===== config.mk =====
export PLATFORM = sky130hd
export DESIGN_NAME = multi_clock_generator
export DESIGN_NICKNAME = d
export VERILOG_FILES = /design/src/rtl/clock_gen_pkg.sv /design/src/rtl/clock_gen_channel.sv /design/src/rtl/multi_clock_generator.sv
export SDC_FILE = /design/constraint.sdc
export NUM_CORES = 1
export LEC_CHECK = 0
export CORE_MARGIN = 2
export CORE_UTILIZATION = 40
export CTS_CLUSTER_SIZE = 40
export DETAILED_ROUTE_END_ITERATION = 6
export PLACE_DENSITY = 0.53
export SETUP_SLACK_MARGIN = 0.4
export SYNTH_ARGS = -nofsm -noshare
export SYNTH_HDL_FRONTEND = slang
export SYNTH_HIERARCHICAL = 1
export SYNTH_SLANG_ARGS = --single-unit

===== constraint.sdc =====
create_clock -name inputClock -period 11.5 [get_ports inputClock]
set_clock_uncertainty 0.05 [all_clocks]
set_input_delay 1.15 -clock inputClock [delete_from_list [all_inputs] [get_ports inputClock]]
set_output_delay 1.15 -clock inputClock [all_outputs]
set_load 0.1 [all_outputs]

===== src/rtl/clock_gen_pkg.sv =====
// Shared types and config legalisation for the multi-channel clock generator.
package clock_gen_pkg;

  // Config fields are carried at this fixed width; DIV_WIDTH must not exceed it.
  localparam int MAX_DIV_W = 32;

  typedef enum logic {
    CLK_LOW  = 1'b0,
    CLK_HIGH = 1'b1
  } CLOCK_ENUM;

  typedef enum logic {
    CH_IDLE = 1'b0,
    CH_RUN  = 1'b1
  } ch_state_e;

  typedef struct packed {
    logic [MAX_DIV_W-1:0] period;
    logic [MAX_DIV_W-1:0] high;
  } cfg_t;

  // Forces period >= 2 and 1 <= high < period so a running channel always toggles.
  function automatic cfg_t legalise(input cfg_t raw);
    cfg_t res;
    res.period = (raw.period < MAX_DIV_W'(2)) ? MAX_DIV_W'(2) : raw.period;
    if (raw.high >= res.period) begin
      res.high = res.period - MAX_DIV_W'(1);
    end else if (raw.high == '0) begin
      res.high = MAX_DIV_W'(1);
    end else begin
      res.high = raw.high;
    end
    return res;
  endfunction

endpackage


===== src/rtl/clock_gen_channel.sv =====
// One divided-clock channel: period counter, IDLE/RUN FSM, shadow config slot
// and registered rising/falling tick strobes.
module clock_gen_channel
  import clock_gen_pkg::*;
#(
  parameter int DIV_WIDTH      = 16,
  parameter int DEFAULT_PERIOD = 833,
  parameter int DEFAULT_HIGH   = 416
) (
  input  logic                 clk_i,
  input  logic                 rst_i,
  input  logic                 enable_i,
  input  logic                 sync_i,
  input  logic                 accept_i,
  input  logic [DIV_WIDTH-1:0] period_i,
  input  logic [DIV_WIDTH-1:0] high_i,
  output logic                 pending_o,
  output logic                 clk_o,
  output logic                 rise_o,
  output logic                 fall_o
);

  ch_state_e            state_q, state_d;
  logic [DIV_WIDTH-1:0] cnt_q, cnt_d;
  CLOCK_ENUM            clk_q, clk_d;
  logic                 rise_q, rise_d;
  logic                 fall_q, fall_d;
  cfg_t                 act_q, act_d;
  cfg_t                 shd_q, shd_d;
  logic                 pend_q, pend_d;

  cfg_t                 use_cfg;
  logic [DIV_WIDTH-1:0] cnt_inc;
  logic                 wrap;

  // Pending shadow values take effect on the same edge they are copied.
  assign use_cfg = pend_q ? shd_q : act_q;
  assign cnt_inc = cnt_q + DIV_WIDTH'(1);
  assign wrap    = (MAX_DIV_W'(cnt_q) == (act_q.period - MAX_DIV_W'(1)));

  always_comb begin
    state_d = state_q;
    cnt_d   = cnt_q;
    clk_d   = clk_q;
    act_d   = act_q;
    shd_d   = shd_q;
    pend_d  = pend_q;

    case (state_q)
      CH_IDLE: begin
        cnt_d  = '0;
        clk_d  = CLK_LOW;
        act_d  = use_cfg;
        pend_d = 1'b0;
        if (enable_i) begin
          state_d = CH_RUN;
          clk_d   = (use_cfg.high != '0) ? CLK_HIGH : CLK_LOW;
        end
      end
      CH_RUN: begin
        if (!enable_i) begin
          state_d = CH_IDLE;
          cnt_d   = '0;
          clk_d   = CLK_LOW;
        end else if (sync_i || wrap) begin
          act_d  = use_cfg;
          pend_d = 1'b0;
          cnt_d  = '0;
          clk_d  = (use_cfg.high != '0) ? CLK_HIGH : CLK_LOW;
        end else begin
          cnt_d = cnt_inc;
          clk_d = (MAX_DIV_W'(cnt_inc) < act_q.high) ? CLK_HIGH : CLK_LOW;
        end
      end
    endcase

    // Accept only happens with the slot empty, so it never collides with a copy.
    if (accept_i) begin
      shd_d  = legalise('{period: MAX_DIV_W'(period_i), high: MAX_DIV_W'(high_i)});
      pend_d = 1'b1;
    end

    rise_d = (clk_d == CLK_HIGH) && (clk_q == CLK_LOW);
    fall_d = (clk_d == CLK_LOW) && (clk_q == CLK_HIGH);
  end

  always_ff @(posedge clk_i) begin
    if (rst_i) begin
      state_q <= CH_IDLE;
      cnt_q   <= '0;
      clk_q   <= CLK_LOW;
      rise_q  <= 1'b0;
      fall_q  <= 1'b0;
      act_q   <= '{period: MAX_DIV_W'(DEFAULT_PERIOD), high: MAX_DIV_W'(DEFAULT_HIGH)};
      pend_q  <= 1'b0;
    end else begin
      state_q <= state_d;
      cnt_q   <= cnt_d;
      clk_q   <= clk_d;
      rise_q  <= rise_d;
      fall_q  <= fall_d;
      act_q   <= act_d;
      pend_q  <= pend_d;
    end
  end

  // Shadow contents are qualified by pend_q and need no reset.
  always_ff @(posedge clk_i) begin
    shd_q <= shd_d;
  end

  assign pending_o = pend_q;
  assign clk_o     = (clk_q == CLK_HIGH);
  assign rise_o    = rise_q;
  assign fall_o    = fall_q;

endmodule


===== src/rtl/multi_clock_generator.sv =====
// NUM_CHANNELS programmable clock dividers sharing one valid/ready config port.
module multi_clock_generator
  import clock_gen_pkg::*;
#(
  parameter int NUM_CHANNELS   = 2,
  parameter int DIV_WIDTH      = 16,
  parameter int DEFAULT_PERIOD = 833,
  parameter int DEFAULT_HIGH   = 416,
  localparam int CH_W          = (NUM_CHANNELS > 1) ? $clog2(NUM_CHANNELS) : 1
) (
  input  logic                    inputClock,
  input  logic                    reset,
  input  logic [NUM_CHANNELS-1:0] enable,
  input  logic                    syncStart,
  input  logic                    cfgValid,
  output logic                    cfgReady,
  input  logic [CH_W-1:0]         cfgChannel,
  input  logic [DIV_WIDTH-1:0]    cfgPeriod,
  input  logic [DIV_WIDTH-1:0]    cfgHigh,
  output logic [NUM_CHANNELS-1:0] outputClock,
  output logic [NUM_CHANNELS-1:0] risingTick,
  output logic [NUM_CHANNELS-1:0] fallingTick
);

  logic [NUM_CHANNELS-1:0] pending;
  logic [NUM_CHANNELS-1:0] accept;

  // Out-of-range channel numbers are never ready, so they can't be accepted.
  always_comb begin
    cfgReady = 1'b0;
    for (int i = 0; i < NUM_CHANNELS; i++) begin
      if (cfgChannel == CH_W'(i)) begin
        cfgReady = ~pending[i];
      end
    end
  end

  for (genvar g = 0; g < NUM_CHANNELS; g++) begin : g_ch
    assign accept[g] = cfgValid && cfgReady && (cfgChannel == CH_W'(g));

    clock_gen_channel #(
      .DIV_WIDTH     (DIV_WIDTH),
      .DEFAULT_PERIOD(DEFAULT_PERIOD),
      .DEFAULT_HIGH  (DEFAULT_HIGH)
    ) u_ch (
      .clk_i    (inputClock),
      .rst_i    (reset),
      .enable_i (enable[g]),
      .sync_i   (syncStart),
      .accept_i (accept[g]),
      .period_i (cfgPeriod),
      .high_i   (cfgHigh),
      .pending_o(pending[g]),
      .clk_o    (outputClock[g]),
      .rise_o   (risingTick[g]),
      .fall_o   (fallingTick[g])
    );
  end

endmodule


## After elaboration in Yosys (flattened, before gate mapping)

Cells that the tools add are included.
W data, S select, Z words.

- Register bits: 298
- Word-level logic and storage cells: 104
- Output and inout bits: 7

- Magnitude comparators: 4
- Equality and inequality tests: 10
- Reductions and logical operators: 16
- Mux-type cells: 40
- Add/sub/neg operators: 5
- Bitwise logic cells: 9

Operators with widths:

| operator | count |
|---|---|
| $mux W64 | 6 |
| $pmux W64 S2 | 2 |
| $mux W16 | 6 |
| $sub A32 B1 Y32 const B | 3 |
| $eq A16 B32 Y1 | 2 |
| $lt A16 B32 Y1 | 2 |
| $pmux W16 S2 | 2 |
| $reduce_bool A32 Y1 | 2 |
| $add A16 B1 Y16 const B | 2 |
| $ge A16 B32 Y1 | 1 |
| $mux W32 | 1 |
| $mux W1 | 19 |
| $logic_not A16 Y1 | 1 |
| $lt A16 B2 Y1 const B | 1 |
| $ne A3 B2 Y1 const B | 4 |
| $not A1 Y1 | 9 |
| $ne A2 B2 Y1 const B | 4 |
| $pmux W1 S2 | 4 |
| $reduce_and A2 Y1 | 4 |
| $logic_and A1 B1 Y1 | 7 |
| $logic_or A1 B1 Y1 | 2 |

## Depth between registers and ports, before layout

- Word-level depth: 8
- Depth in mapped cells: 15
- Depth with buffers taken out: 15

## Cells and area by module

Netlist, hierarchy kept.

By module, submodules not included:

| module | area each (µm²) | cells each | times used |
|---|---|---|---|
| clock_gen_channel at g_ch[1].u_ch | 5741.8 | 599 | 1 |
| clock_gen_channel at g_ch[0].u_ch | 5587.9 | 611 | 1 |
| multi_clock_generator | 26.3 | 3 | 1 |

## Least setup slack after synthesis

No wires, ideal clock.

- Kind: input -> register
- Start point: input cfgPeriod[10]
- End point: register g_ch[1].u_ch/shd_q[10] in the netlist's numbering, data pin
- Slack: 6232 ps
- Stages on the path: 14
- Path buffers: 1
- Data arrival time: 4958 ps
- Cell sequence: or4_1 -> nor4_1 -> nand2_1 -> o21ai_0 -> inv_1 -> ha_1 -> nand2b_1 -> a21o_1 -> a21o_1 -> a211oi_1 -> o21ai_0 -> a2111oi_2 -> clkbuf_1 -> mux2_2

- Cells in the longest elaborated chain, start to end: 4
- Elaborated cells on any way between the ends: 5

RTL lines:

| what | line | RTL |
|---|---|---|
| from (decl) | multi_clock_generator.sv:18 | `input logic [DIV_WIDTH-1:0] cfgPeriod,` |
| $lt A16 B2 Y1 | clock_gen_pkg.sv:25 | `res.period = (raw.period < MAX_DIV_W'(2)) ? MAX_DIV_W'(2) : raw.period;` |
| $mux W16 * | clock_gen_pkg.sv:25 |  |
| $sub A32 B1 Y32 / $ge A16 B32 Y1 (equally long branches) | clock_gen_pkg.sv:27, clock_gen_pkg.sv:26 |  |
| $mux W32 * | clock_gen_pkg.sv:26 | `if (raw.high >= res.period) begin` |
| to (signal assigned) | clock_gen_channel.sv:109 | `shd_q <= shd_d;` |
| to (decl) | clock_gen_channel.sv:29 | `cfg_t shd_q, shd_d;` |

Every way passes the cells marked *; elsewhere a longest branch is shown, timed or not.
A chain may end at the register's enable or synchronous reset.

## Worst setup path after layout

- Start point: input cfgPeriod[9]
- End point: register g_ch[1].u_ch/shd_q[3] in the netlist's numbering, data pin

The elaborated chain is that of the path after synthesis.

==> flow_summary.toml <==
[yosys]
synth_edf_count = 66
syn_inst = 1213
synth_top_area_share_pct = 24.3
synth-seq-area-share_pct = 41.8
synth.largest_area_cell = "dfxtp_1"
synth_cell_types = 77
synthFlopType = "dfxtp_1"
syn-num-nets = 1322
yosys_warnings = 6
async_flop_share_pct = 0
synth.most_common_cell = "dfxtp_1"
syn_area_per_cell_sq_um = 9.36
yosys-top-cells-area = "dfxtp_1, edfxtp_1, ha_1"
synth_common_cells = "dfxtp_1, inv_1, nand2_1"
synth_seq_cells = 204
netlist_area_sq_mm = 0.0114

[sta]
period_minus_slack_ns = 5.90
tightestPinTransition_ns = 1.17
maxSlewHeadroom_pct = 21.2
max_freq_mhz = 170
setup_slack_ns = 5.60
maxSlewViolCount = 0
min_period_over_period_pct = 51.3
whs_ns = 0.404
setup_viol = 0
hold_violations = 0
fin_setup_tns_ns = 0
rsz0062_at_grt = "no"

[critical_path]
crit_type = "input pin to flip-flop"
path_buf_inv = 2
worstSetupStartpointType = "input pin"
cp_slowest_cell = "a2111oi_4"
critPathArrivalTime_ns = 6.11
critPathTopFamily = "compound AO/OA/AOI/OAI gates"
end_kind = "flip-flop"
cp_max_fo = 17
max_stage_delay_ns = 1.02
crit_path_cell_trace = "clkdlybuf4s50_1, or4_1, nor4_1, nand2_1, o21ai_0, inv_1, ha_1, nand2b_1, a21o_1, a21o_1, a211oi_1, o21ai_0, a2111oi_4, mux2_2"
crit_required_ns = 11.71

[finish]
final_cells = 1606
register_area_sq_mm = 0.00474
multiInputGateArea_sq_mm = 0.00589
area_growth_pct = 12.8
fin_area_sq_mm = 0.0128
fillCellCount = 2715
layout-drive-gt1-share_pct = 8.96
final_net_count = 1319
n_antenna_cell = 0

[pwr]
switching_power_uw = 435
ir_worst_vdd_mv = 0.120
powerDensity_mw_per_mm2 = 137
p_leak_nw = 4.84
swShare_pct = 24.7
pwr-share-seq_pct = 45.3
power_frac_comb_pct = 11.3
p_clk_share_pct = 43.4
p_int_mw = 1.32

[clock_network]
clock-root-buffer = "clkbuf_16"
clock_latency_ns = 0.51
cts_sinks = 204
post_cts_buffers = 0
cts_hold_buf = 0
clk_path_buf_depth = 3
h-tree-depth = 1
clk_pin_slew_ns = 0.06
cts_resized = 0
cts_buffers = 24
cts_tree = "done"

[place]
place_ws_ns = 5.12
dp_hpwl_um = 22000
dpl-instance-area_sq_mm = 0.0120
port_buffers = 45
dpl.cell_count = 1562
place_congestion = 0.887

[detailed_routing]
drt_iter0_drc = 726
detail-route-antenna-nets = 0
route.detailed.drc = 0
num_vias = 8737
avgViaCountPerCell = 5.44
wl_um = 29900
avgRoutedWirePerCell_um = 18.6
drtPass1Iterations = 5

[run_status]
status = "complete, no violations"

[global_route]
grt_usage_pct = 20.5
grt-ovfl-total = 0
antenna_found_initial = 0
grt_max_degree = 45
first_global_vias = 8431
grt_pass1_wl_um = 47300

[floorplan]
rows = 61
dieArea_sq_mm = 0.0298
num_io_pins = 46
core_area_sq_mm = 0.0279
die_h_um = 172
fp.dieW_um = 172
floorplan.initialDensity_pct = 40.8

[min_path]
hold_class = "flip-flop to flip-flop"

[flow_run]
drv_cap = 0
==> path summary, 6_finish.rpt <==
path	cells after the start	end	from	slack, ns
max	14	g_ch[1].u_ch/shd_q[3]	cfgPeriod[9]	5.60
min	1	g_ch[1].u_ch/rise_o	g_ch[1].u_ch/clk_o	0.40
max reg2reg	12	g_ch[0].u_ch/act_q[27]	g_ch[0].u_ch/act_q[41]	6.91
min reg2reg	1	g_ch[1].u_ch/rise_o	g_ch[1].u_ch/clk_o	0.40
==> logic make-up (layout without fill, tap and decap cells) <==
| group | after synthesis | after routing | share of synthesized area, % |
|---|---|---|---|
| AND/OR/NAND/NOR | 391 | 391 | 18.0 |
| flip-flops | 204 | 204 | 41.8 |
| AO/OA/AOI/OAI | 203 | 203 | 12.5 |
| buffers and inverters | 185 | 200 | 6.58 |
| XOR/XNOR | 91 | 91 | 7.02 |
| adder cells (fa/ha/maj) | 70 | 70 | 7.71 |
| multiplexers | 69 | 69 | 6.43 |
==> registers in the layout (all words and copies together), names as in the netlist <==
signal	cells
g_ch.u_ch/fall_o	2
g_ch.u_ch/clk_o	2
g_ch.u_ch/pending_o	2
g_ch.u_ch/act_q	96
g_ch.u_ch/state_q	2
g_ch.u_ch/shd_q	66
g_ch.u_ch/cnt_q	32
g_ch.u_ch/rise_o	2
==> layout by cell type (no fill, tap or decap), types with 5 or more instances in the layout <==
master,count
a211o_1,6
a211oi_1,10
a211oi_2,10
a21o_1,10
a21oi_1,48
a22oi_1,6
a31oi_1,5
and3_1,35
buf_4,10
clkbuf_1,6
clkbuf_16,26
clkbuf_8,5
clkdlybuf4s50_1,44
clkinv_2,5
dfxtp_1,138
edfxtp_1,66
ha_1,70
inv_1,100
mux2_2,28
mux2i_1,40
nand2_1,91
nand2b_1,8
nand3_1,55
nand4_1,22
nor2_1,57
nor2b_1,9
nor3_1,30
nor4_1,41
o21ai_0,55
or3_1,8
or4_1,10
xnor2_1,70
xor2_1,21
==> worst reg2reg max path, delay by kind of cell (launching register included) <==
family | cells | cell delay [ns]
buffers and inverters | 1 | 0.27
flip-flops | 1 | 0.39
AND/OR/NAND/NOR | 7 | 2.35
adder cells (fa/ha/maj) | 1 | 0.29
AO/OA/AOI/OAI | 2 | 0.98
XOR/XNOR | 1 | 0.12
==> routing by layer <==
layer	share of wire (%)	GRT usage [%]	up-vias
li1	-	-	4327
met3	5.3	2.88	34
met4	1.7	4.71	0
met1	51	31.0	4167
met5	0	0	-
met2	42	30.7	209
==> area by class of cell <==
cell class / count / area share (%)
clock buffer: 38 / 5.85
timing repair buffer: 55 / 4.06
inverter: 101 / 2.96
tap: 378 / 3.69
clock inverter: 6 / 0.430
multi-input combinational: 824 / 46.0
sequential: 204 / 37.0
==> power groups by stage <==
stage               Clock (mW)  Combinational, mW  Sequential, mW
floorplan                    0              0.131           0.809
global placement             0              0.197           0.811
detailed placement           0              0.198           0.811
CTS                      0.784              0.199           0.796
global route             0.813              0.219           0.799
finish                   0.763              0.198           0.796
==> stage by stage <==
stage                     power [mW]  utilization, %
final                           1.76            46.0
after global routing            1.83            46.0
after CTS                       1.78            46.0
after detailed placement        1.01            43.1
after global placement          1.01            43.1
after floorplan                0.940               -
Note: power is estimated with default switching activity, not from simulation.
